==> src/rtl/rede_taylor_core.sv <==
// rede_taylor_core
//
// One processing core of the Taylor-series network. Each period it raises a
// one-cycle sample request, captures the broadcast sample x, evaluates
// C[ORDER]*x^ORDER + ... + C[0] in fixed point with Horner's rule (one step
// per clock, saturating to 28 bits), and presents the result with a
// one-cycle output-enable code. The period is ORDER+2 cycles and the core
// runs free with no stall input.
//
// Ports:
//   clk     in   1   rising-edge clock
//   rst     in   1   asynchronous active-low reset
//   io_in   in  19   broadcast sample x, signed Q(FRAC); sampled only in REQ
//   io_out  out 28   polynomial result, signed Q(FRAC); held until next OUT
//   req_in  out  4   request code: 0 idle, 1 sample request (one cycle)
//   out_en  out  4   output code: 0 idle, 1 io_out valid (one cycle)

module rede_taylor_core #(
    parameter int                 ORDER = 3,
    parameter int                 FRAC  = 14,
    parameter logic signed [18:0] C0    = 19'sd16384,
    parameter logic signed [18:0] C1    = 19'sd16384,
    parameter logic signed [18:0] C2    = 19'sd8192,
    parameter logic signed [18:0] C3    = 19'sd2731,
    parameter logic signed [18:0] C4    = 19'sd0,
    parameter logic signed [18:0] C5    = 19'sd0,
    parameter logic signed [18:0] C6    = 19'sd0,
    parameter logic signed [18:0] C7    = 19'sd0,
    parameter logic signed [18:0] C8    = 19'sd0
) (
    input  logic               clk,
    input  logic               rst,
    input  logic signed [18:0] io_in,
    output logic signed [27:0] io_out,
    output logic        [3:0]  req_in,
    output logic        [3:0]  out_en
);

    localparam logic signed [47:0] SAT_MAX = 48'sd134217727;
    localparam logic signed [47:0] SAT_MIN = -48'sd134217728;

    localparam logic signed [18:0] COEF_TAB [0:8] = '{C0, C1, C2, C3, C4, C5, C6, C7, C8};

    // PEND is the state reset lands in; it exists so that the REQ pulse
    // (a registered output) appears in the first cycle after release.
    typedef enum logic [1:0] {
        ST_PEND = 2'd0,
        ST_REQ  = 2'd1,
        ST_CALC = 2'd2,
        ST_OUT  = 2'd3
    } state_t;

    state_t             state_reg,  state_next;
    logic        [3:0]  k_reg,      k_next;
    logic signed [27:0] acc_reg,    acc_next;
    logic signed [18:0] x_reg,      x_next;
    logic signed [27:0] io_out_reg, io_out_next;
    logic        [3:0]  req_reg,    req_next;
    logic        [3:0]  out_reg,    out_next;

    // Coefficient table as a small constant ROM indexed by the step counter.
    logic signed [18:0] coef [0:8];

    genvar gi;
    generate
        for (gi = 0; gi < 9; gi++) begin : g_coef
            assign coef[gi] = COEF_TAB[gi];
        end
    endgenerate

    // One Horner step: full 47-bit product, arithmetic shift (floor),
    // add the sign-extended coefficient in 48 bits, then clamp to 28 bits.
    logic signed [18:0] coef_k;
    logic signed [46:0] prod;
    logic signed [46:0] prod_shift;
    logic signed [47:0] sum;
    logic signed [27:0] step_sat;

    assign coef_k     = coef[k_reg];
    assign prod       = 47'(acc_reg) * 47'(x_reg);
    assign prod_shift = prod >>> FRAC;
    assign sum        = 48'(prod_shift) + 48'(coef_k);

    always_comb begin
        step_sat = sum[27:0];
        if (sum > SAT_MAX) begin
            step_sat = SAT_MAX[27:0];
        end else if (sum < SAT_MIN) begin
            step_sat = SAT_MIN[27:0];
        end
    end

    always_comb begin
        state_next  = state_reg;
        k_next      = k_reg;
        acc_next    = acc_reg;
        x_next      = x_reg;
        io_out_next = io_out_reg;
        req_next    = 4'd0;
        out_next    = 4'd0;
        case (state_reg)
            ST_PEND: begin
                req_next   = 4'd1;
                state_next = ST_REQ;
            end
            ST_REQ: begin
                x_next     = io_in;
                acc_next   = 28'(coef[ORDER]);
                k_next     = 4'(ORDER - 1);
                state_next = ST_CALC;
            end
            ST_CALC: begin
                acc_next = step_sat;
                if (k_reg == 4'd0) begin
                    io_out_next = step_sat;
                    out_next    = 4'd1;
                    state_next  = ST_OUT;
                end else begin
                    k_next = k_reg - 4'd1;
                end
            end
            ST_OUT: begin
                req_next   = 4'd1;
                state_next = ST_REQ;
            end
            default: begin
                state_next = ST_PEND;
            end
        endcase
    end

    always_ff @(posedge clk or negedge rst) begin
        if (!rst) begin
            state_reg  <= ST_PEND;
            k_reg      <= 4'd0;
            acc_reg    <= 28'sd0;
            x_reg      <= 19'sd0;
            io_out_reg <= 28'sd0;
            req_reg    <= 4'd0;
            out_reg    <= 4'd0;
        end else begin
            state_reg  <= state_next;
            k_reg      <= k_next;
            acc_reg    <= acc_next;
            x_reg      <= x_next;
            io_out_reg <= io_out_next;
            req_reg    <= req_next;
            out_reg    <= out_next;
        end
    end

    assign io_out = io_out_reg;
    assign req_in = req_reg;
    assign out_en = out_reg;

endmodule

==> config.mk <==
export PLATFORM = sky130hd
export DESIGN_NAME = rede_taylor_core
export DESIGN_NICKNAME = d
export VERILOG_FILES = /design/src/rtl/rede_taylor_core.sv
export SDC_FILE = /design/constraint.sdc
export NUM_CORES = 2
export LEC_CHECK = 0
export ABC_CLOCK_PERIOD_IN_PS = 9800
export CAP_MARGIN = 15
export CORE_AREA = 10 10 209 211
export CTS_BUF_LIST = sky130_fd_sc_hd__clkbuf_8
export DETAILED_ROUTE_END_ITERATION = 6
export DIE_AREA = 0 0 219 221
export PLACE_DENSITY = 0.88
export SYNTH_ARGS = -nofsm -noshare
export SYNTH_HDL_FRONTEND = slang
export SYNTH_SLANG_ARGS = --single-unit
==> constraint.sdc <==
create_clock -name clk -period 9.8 [get_ports clk]
set_clock_uncertainty 0.2 [all_clocks]
set_input_delay 0.98 -clock clk [delete_from_list [all_inputs] [get_ports clk]]
set_output_delay 0.98 -clock clk [all_outputs]
set_load 0.05 [all_outputs]
Word-level counts from Yosys, hierarchy flattened
Memories as Yosys holds them, arrays and structs flattened.
Index checks and enable logic that the tools add are counted.

operators by class
  add/sub/neg operators = 2
  $mul = 1
  magnitude comparators = 3
  equality and inequality tests = 5
  mux-type cells = 12
  bitwise operators = 1
  reduce and logical (&&, ||, !) cells = 6

operator list
  cell                                                             number
  two-way mux 28 bit                                               2
  one-hot mux 28 bit (2 select lines)                              1
  multiplier 28 x 19 -> 47 bit                                     1
  two-way mux 19 bit                                               2
  adder 33 x 19 -> 34 bit                                          1
  greater-than comparator 34 x 28 -> 1 bit, second input constant  1
  less-than comparator 34 x 28 -> 1 bit, second input constant     1
  one-hot mux 4 bit (2 select lines)                               1
  one-hot mux 2 bit (3 select lines)                               1
  greater-or-equal comparator 5 bit, second input constant         1
  inverter 4 -> 5 bit                                              1
  equality test 2 bit, second input constant                       2
  logical NOT 4 bit                                                1
  two-way mux 4 bit                                                1
  != test 2 bit, second input constant                             2
  AND reduction 2 bit                                              2
  subtractor 4 x 1 -> 4 bit, second input constant                 1
  two-way mux 1 bit                                                3
  equality test 2 x 1 -> 1 bit, second input constant              1
  logical NOT 2 bit                                                1
  two-way mux 2 bit                                                1
  nonzero test 2 bit                                               1
  OR reduction 2 bit                                               1

word-level totals
  register bits = 89
  bits in read-only memories = 304
  input port bits = 21
  output and inout bits = 36
  memories kept = 1

memory list
  name              depth  width  rd ports  clocked after memory_dff  write ports  RTL line  RTL
  (name not given)  16     19     1         0                         0            79        assign coef_k = coef[k_reg];

Longest topological paths before layout
  depth after elaboration = 9
  depth in mapped cells = 38

Least setup slack after synthesis
Ideal clock, no wire load.

  kind = reg-to-reg
  start = reg x_reg[11]
  end = reg acc_reg[10]
  library setup time = 0.077 ns
  arrival = 9.074 ns
  setup slack = 0.449 ns
  stages on the path, launching flop included = 34
  cells stage by stage = dfrtp_1 > clkbuf_1 > clkbuf_1 > nand2_1 > fa_1 > inv_1 > fa_1 > inv_1 > fa_1 > inv_1 > fa_1 > fa_1 > fa_1 > fa_1 > ha_1 > clkbuf_1 > nand4_1 > o31a_2 > o21ai_0 > a21oi_1 > xnor2_1 > ha_1 > or3b_2 > o221ai_1 > a311oi_1 > o31ai_1 > a31oi_2 > buf_2 > nor3_1 > a31oi_1 > a31oi_1 > clkbuf_1 > nor2_1 > o21ai_1

between the ends
  longest elaborated chain between the ends = 6

ends and longest elaborated chain
  what                                   RTL line  RTL
  start: declaration                     56        logic signed [18:0] x_reg, x_next;
  start signal: assignment               145       x_reg <= x_next;
  multiplier 28 x 19 -> 47 bit *         80        assign prod = 47'(acc_reg) * 47'(x_reg);
  adder 33 x 19 -> 34 bit *              82        assign sum = 48'(prod_shift) + 48'(coef_k);
  less-than comparator 34 x 28 -> 1 bit  88        end else if (sum < SAT_MIN) begin
  two-way mux 28 bit                     88
  two-way mux 28 bit *                   86        if (sum > SAT_MAX) begin
  one-hot mux 28 bit (2 select lines) *  101       case (state_reg)
  end signal: assignment                 144       acc_reg <= acc_next;
  end: declaration                       55        logic signed [27:0] acc_reg, acc_next;

Every way passes the cells marked *; elsewhere a longest branch is shown, timed or not.
A chain may end at the register's enable or synchronous reset.

Worst setup path in the final report
  start = reg x_reg[1]
  end = reg acc_reg[9]

The elaborated chain is that of the path after synthesis.

==> impl_metrics.json <==
{
  "run_status": "complete, but fails checks",
  "violations": "design-rule violations",
  "io_buffer_count": 50,
  "netlist_top_cells_area": "fa_1 45%, dfrtp_1 8.9%, inv_1 7.9%",
  "drv_slew": 0,
  "ioPinCount": 57,
  "initial_core_util_pct": 59.4,
  "required_ps": 9920,
  "synth_edf_count": 0,
  "cpMostUsedCell": "fa_1",
  "whs_ps": 189,
  "async_flop_share_pct": 100,
  "layout.nets": 3281,
  "track_usage_pct": 26.9,
  "r2r-start": "x_reg[1]",
  "antenna_found_initial": 1,
  "max_freq_mhz": 105,
  "via_count": 18100,
  "synth.ff_latch_count": 83,
  "die-width_um": 219,
  "h-tree-depth": 3,
  "first_pass_iters": 7,
  "layout_min_cycle_time_ps": 9550,
  "die_area_um2": 48400,
  "ant_nets": 0,
  "cts_buffers": 9,
  "synth.top_cell.area_share_pct": 44.6,
  "crit_fanout": 28,
  "clock_path_buffers": 2,
  "grt_max_degree": 71,
  "synth-main-ff-cell": "dfrtp_1",
  "routed_wl_mm": 63.7,
  "crit_type": "reg -> reg",
  "cpMaxStageDelayCell": "fa_1",
  "ctsHoldBuffers": 0,
  "cts.sinks": 83,
  "layout_commonest_cell": "fa_1",
  "place_ws_ps": -99.7,
  "synthCells": 2591,
  "setup_ws_ps": 252,
  "grt_pass1_vias": 19800,
  "grt_use_met3_pct": 4.30,
  "top_usage_layer": "met2",
  "cp-start-kind": "register",
  "cp_slowest_stage_delay_ps": 590,
  "tritoncts": "done",
  "grt_overflow_total": 0,
  "synth_cell_types": 75,
  "slew_headroom_pct": 32.3,
  "die_h_um": 221,
  "yosysSeqAreaShare_pct": 8.86,
  "fillers": 3130,
  "use_met1_pct": 32.8,
  "n_antenna_cell": 0,
  "drt_iter0_markers": 1555,
  "via_per_inst": 5.79,
  "drc": 16,
  "use_met2_pct": 45.9,
  "avgSynthCellArea_um2": 9.05,
  "cp.arrival_ps": 9670,
  "drv_cap": 0,
  "syn-cell-area_um2": 23400,
  "final_layout_size_suffix_gt1_share_pct": 6.84,
  "setup_viol": 0,
  "synth.largest_area_cell": "fa_1",
  "root_buffer": "clkbuf_8",
  "grt_first_pass_wirelength_mm": 104,
  "wl_per_cell_um": 20.4,
  "yosysWarnings": 0,
  "path_clk_slew_ps": 100,
  "hold_viol": 0,
  "num_rows": 73,
  "hp-class": "in -> async",
  "clk_latency_ps": 430,
  "fin_crit_sh_pct": 97.4,
  "tightestPinTransition_ps": 1020,
  "dpl.hpwl_mm": 53.6,
  "gp_congestion": 0.977,
  "final_cell_mix": "522 x fa_1, 491 x inv_1, 386 x nand2_1",
  "critPathLaunch": "x_reg[1]",
  "cp-end-kind": "register",
  "core_um2": 39500,
  "syn_to_final_growth_pct": 6.61
}
cell usage after synthesis, types with 4 or more instances:
cell type and number:
a211o_1 4, a211oi_1 6, a21o_1 19, a21oi_1 76, a221oi_1 4, a31oi_1 9, and2_1 242, and3_1 9
and4_1 6, buf_1 5, buf_2 8, buf_4 8, clkbuf_1 131, dfrtp_1 83, fa_1 522, ha_1 141
inv_1 491, mux2_2 20, nand2_1 386, nand2b_1 10, nand3_1 17, nand3b_1 4, nand4_1 17, nor2_1 87
nor2b_1 12, nor3_1 18, nor3b_1 4, nor4_1 7, o211ai_1 6, o21a_1 5, o21ai_0 37, o21ai_1 51
o21bai_1 8, o31ai_1 6, or3_1 8, xnor2_1 49, xor2_1 17
layout make-up:
| cell class | count | area, um2 | area share (%) |
|---|---|---|---|
| clock buffers | 9 | 124 | 0.496 |
| clock inverters | 6 | 51.3 | 0.205 |
| inverters | 491 | 1840 | 7.38 |
| multi-input cells | 1868 | 19000 | 76.1 |
| flip-flops and latches | 83 | 2090 | 8.38 |
| well taps | 525 | 657 | 2.63 |
| repair buffers | 144 | 1210 | 4.85 |
critical path, delay by kind of cell, from the launching register on:
| family | cells | cell delay, ps |
|---|---|---|
| adders and majority gates | 9 | 4000 |
| AOI/OAI and AO/OA | 11 | 2430 |
| and+or+nand+nor | 6 | 1290 |
| buffers and inverters | 5 | 880 |
| DFF | 1 | 490 |
| xor gates and xnor gates | 1 | 150 |
kinds of logic after synthesis:
kind of cell               Yosys count  share of synthesized area (%)
other                                1                         0.0160
and+or+nand+nor                    842                           17.6
muxes                               22                           1.05
AOI/OAI and AO/OA                  269                           7.35
buffers and inverters              645                           10.6
adders and majority gates          663                           52.1
xor gates and xnor gates            66                           2.47
DFF                                 83                           8.86
path summary, 6_finish.rpt:
check                             end  slack, ps  cells past startpoint
max in group asynchronous    x_reg[6]       7890                      2
min                        io_out[25]        190                      1
min in group clk           io_out[27]        280                      2
max reg2reg                acc_reg[9]        250                     32
min reg2reg                io_out[27]        280                      2
max                        acc_reg[9]        250                     32
metrics by stage:
step | setup TNS (ps) | instances | cell area [um2] | utilization [%]
after floorplan | 0 | 2596 | 23500 | -
after global placement | 0 | 3102 | 24600 | 62.4
after detailed placement | -1320 | 3102 | 24600 | 62.4
after CTS | 0 | 3117 | 24800 | 62.9
after global routing | -1140 | 3126 | 25000 | 63.3
final | 0 | 3126 | 25000 | 63.3
what timing repair did:
item / CTS / global route
setup buffers: 0 / 9
endpoints found under the setup margin: 54 / 54
gates resized for setup: 3 / 26
pin swaps: 2 / 6
per-layer routing:
layer | part of all wire (%) | vias up
li1 | - | 7837
met1 | 37 | 9147
met2 | 51 | 889
met3 | 7.6 | 240
met4 | 5.4 | 2
met5 | 0.014 | -
Power is not shown: default switching activity piles up to over one toggle a cycle in this logic, so the estimate is an artifact.
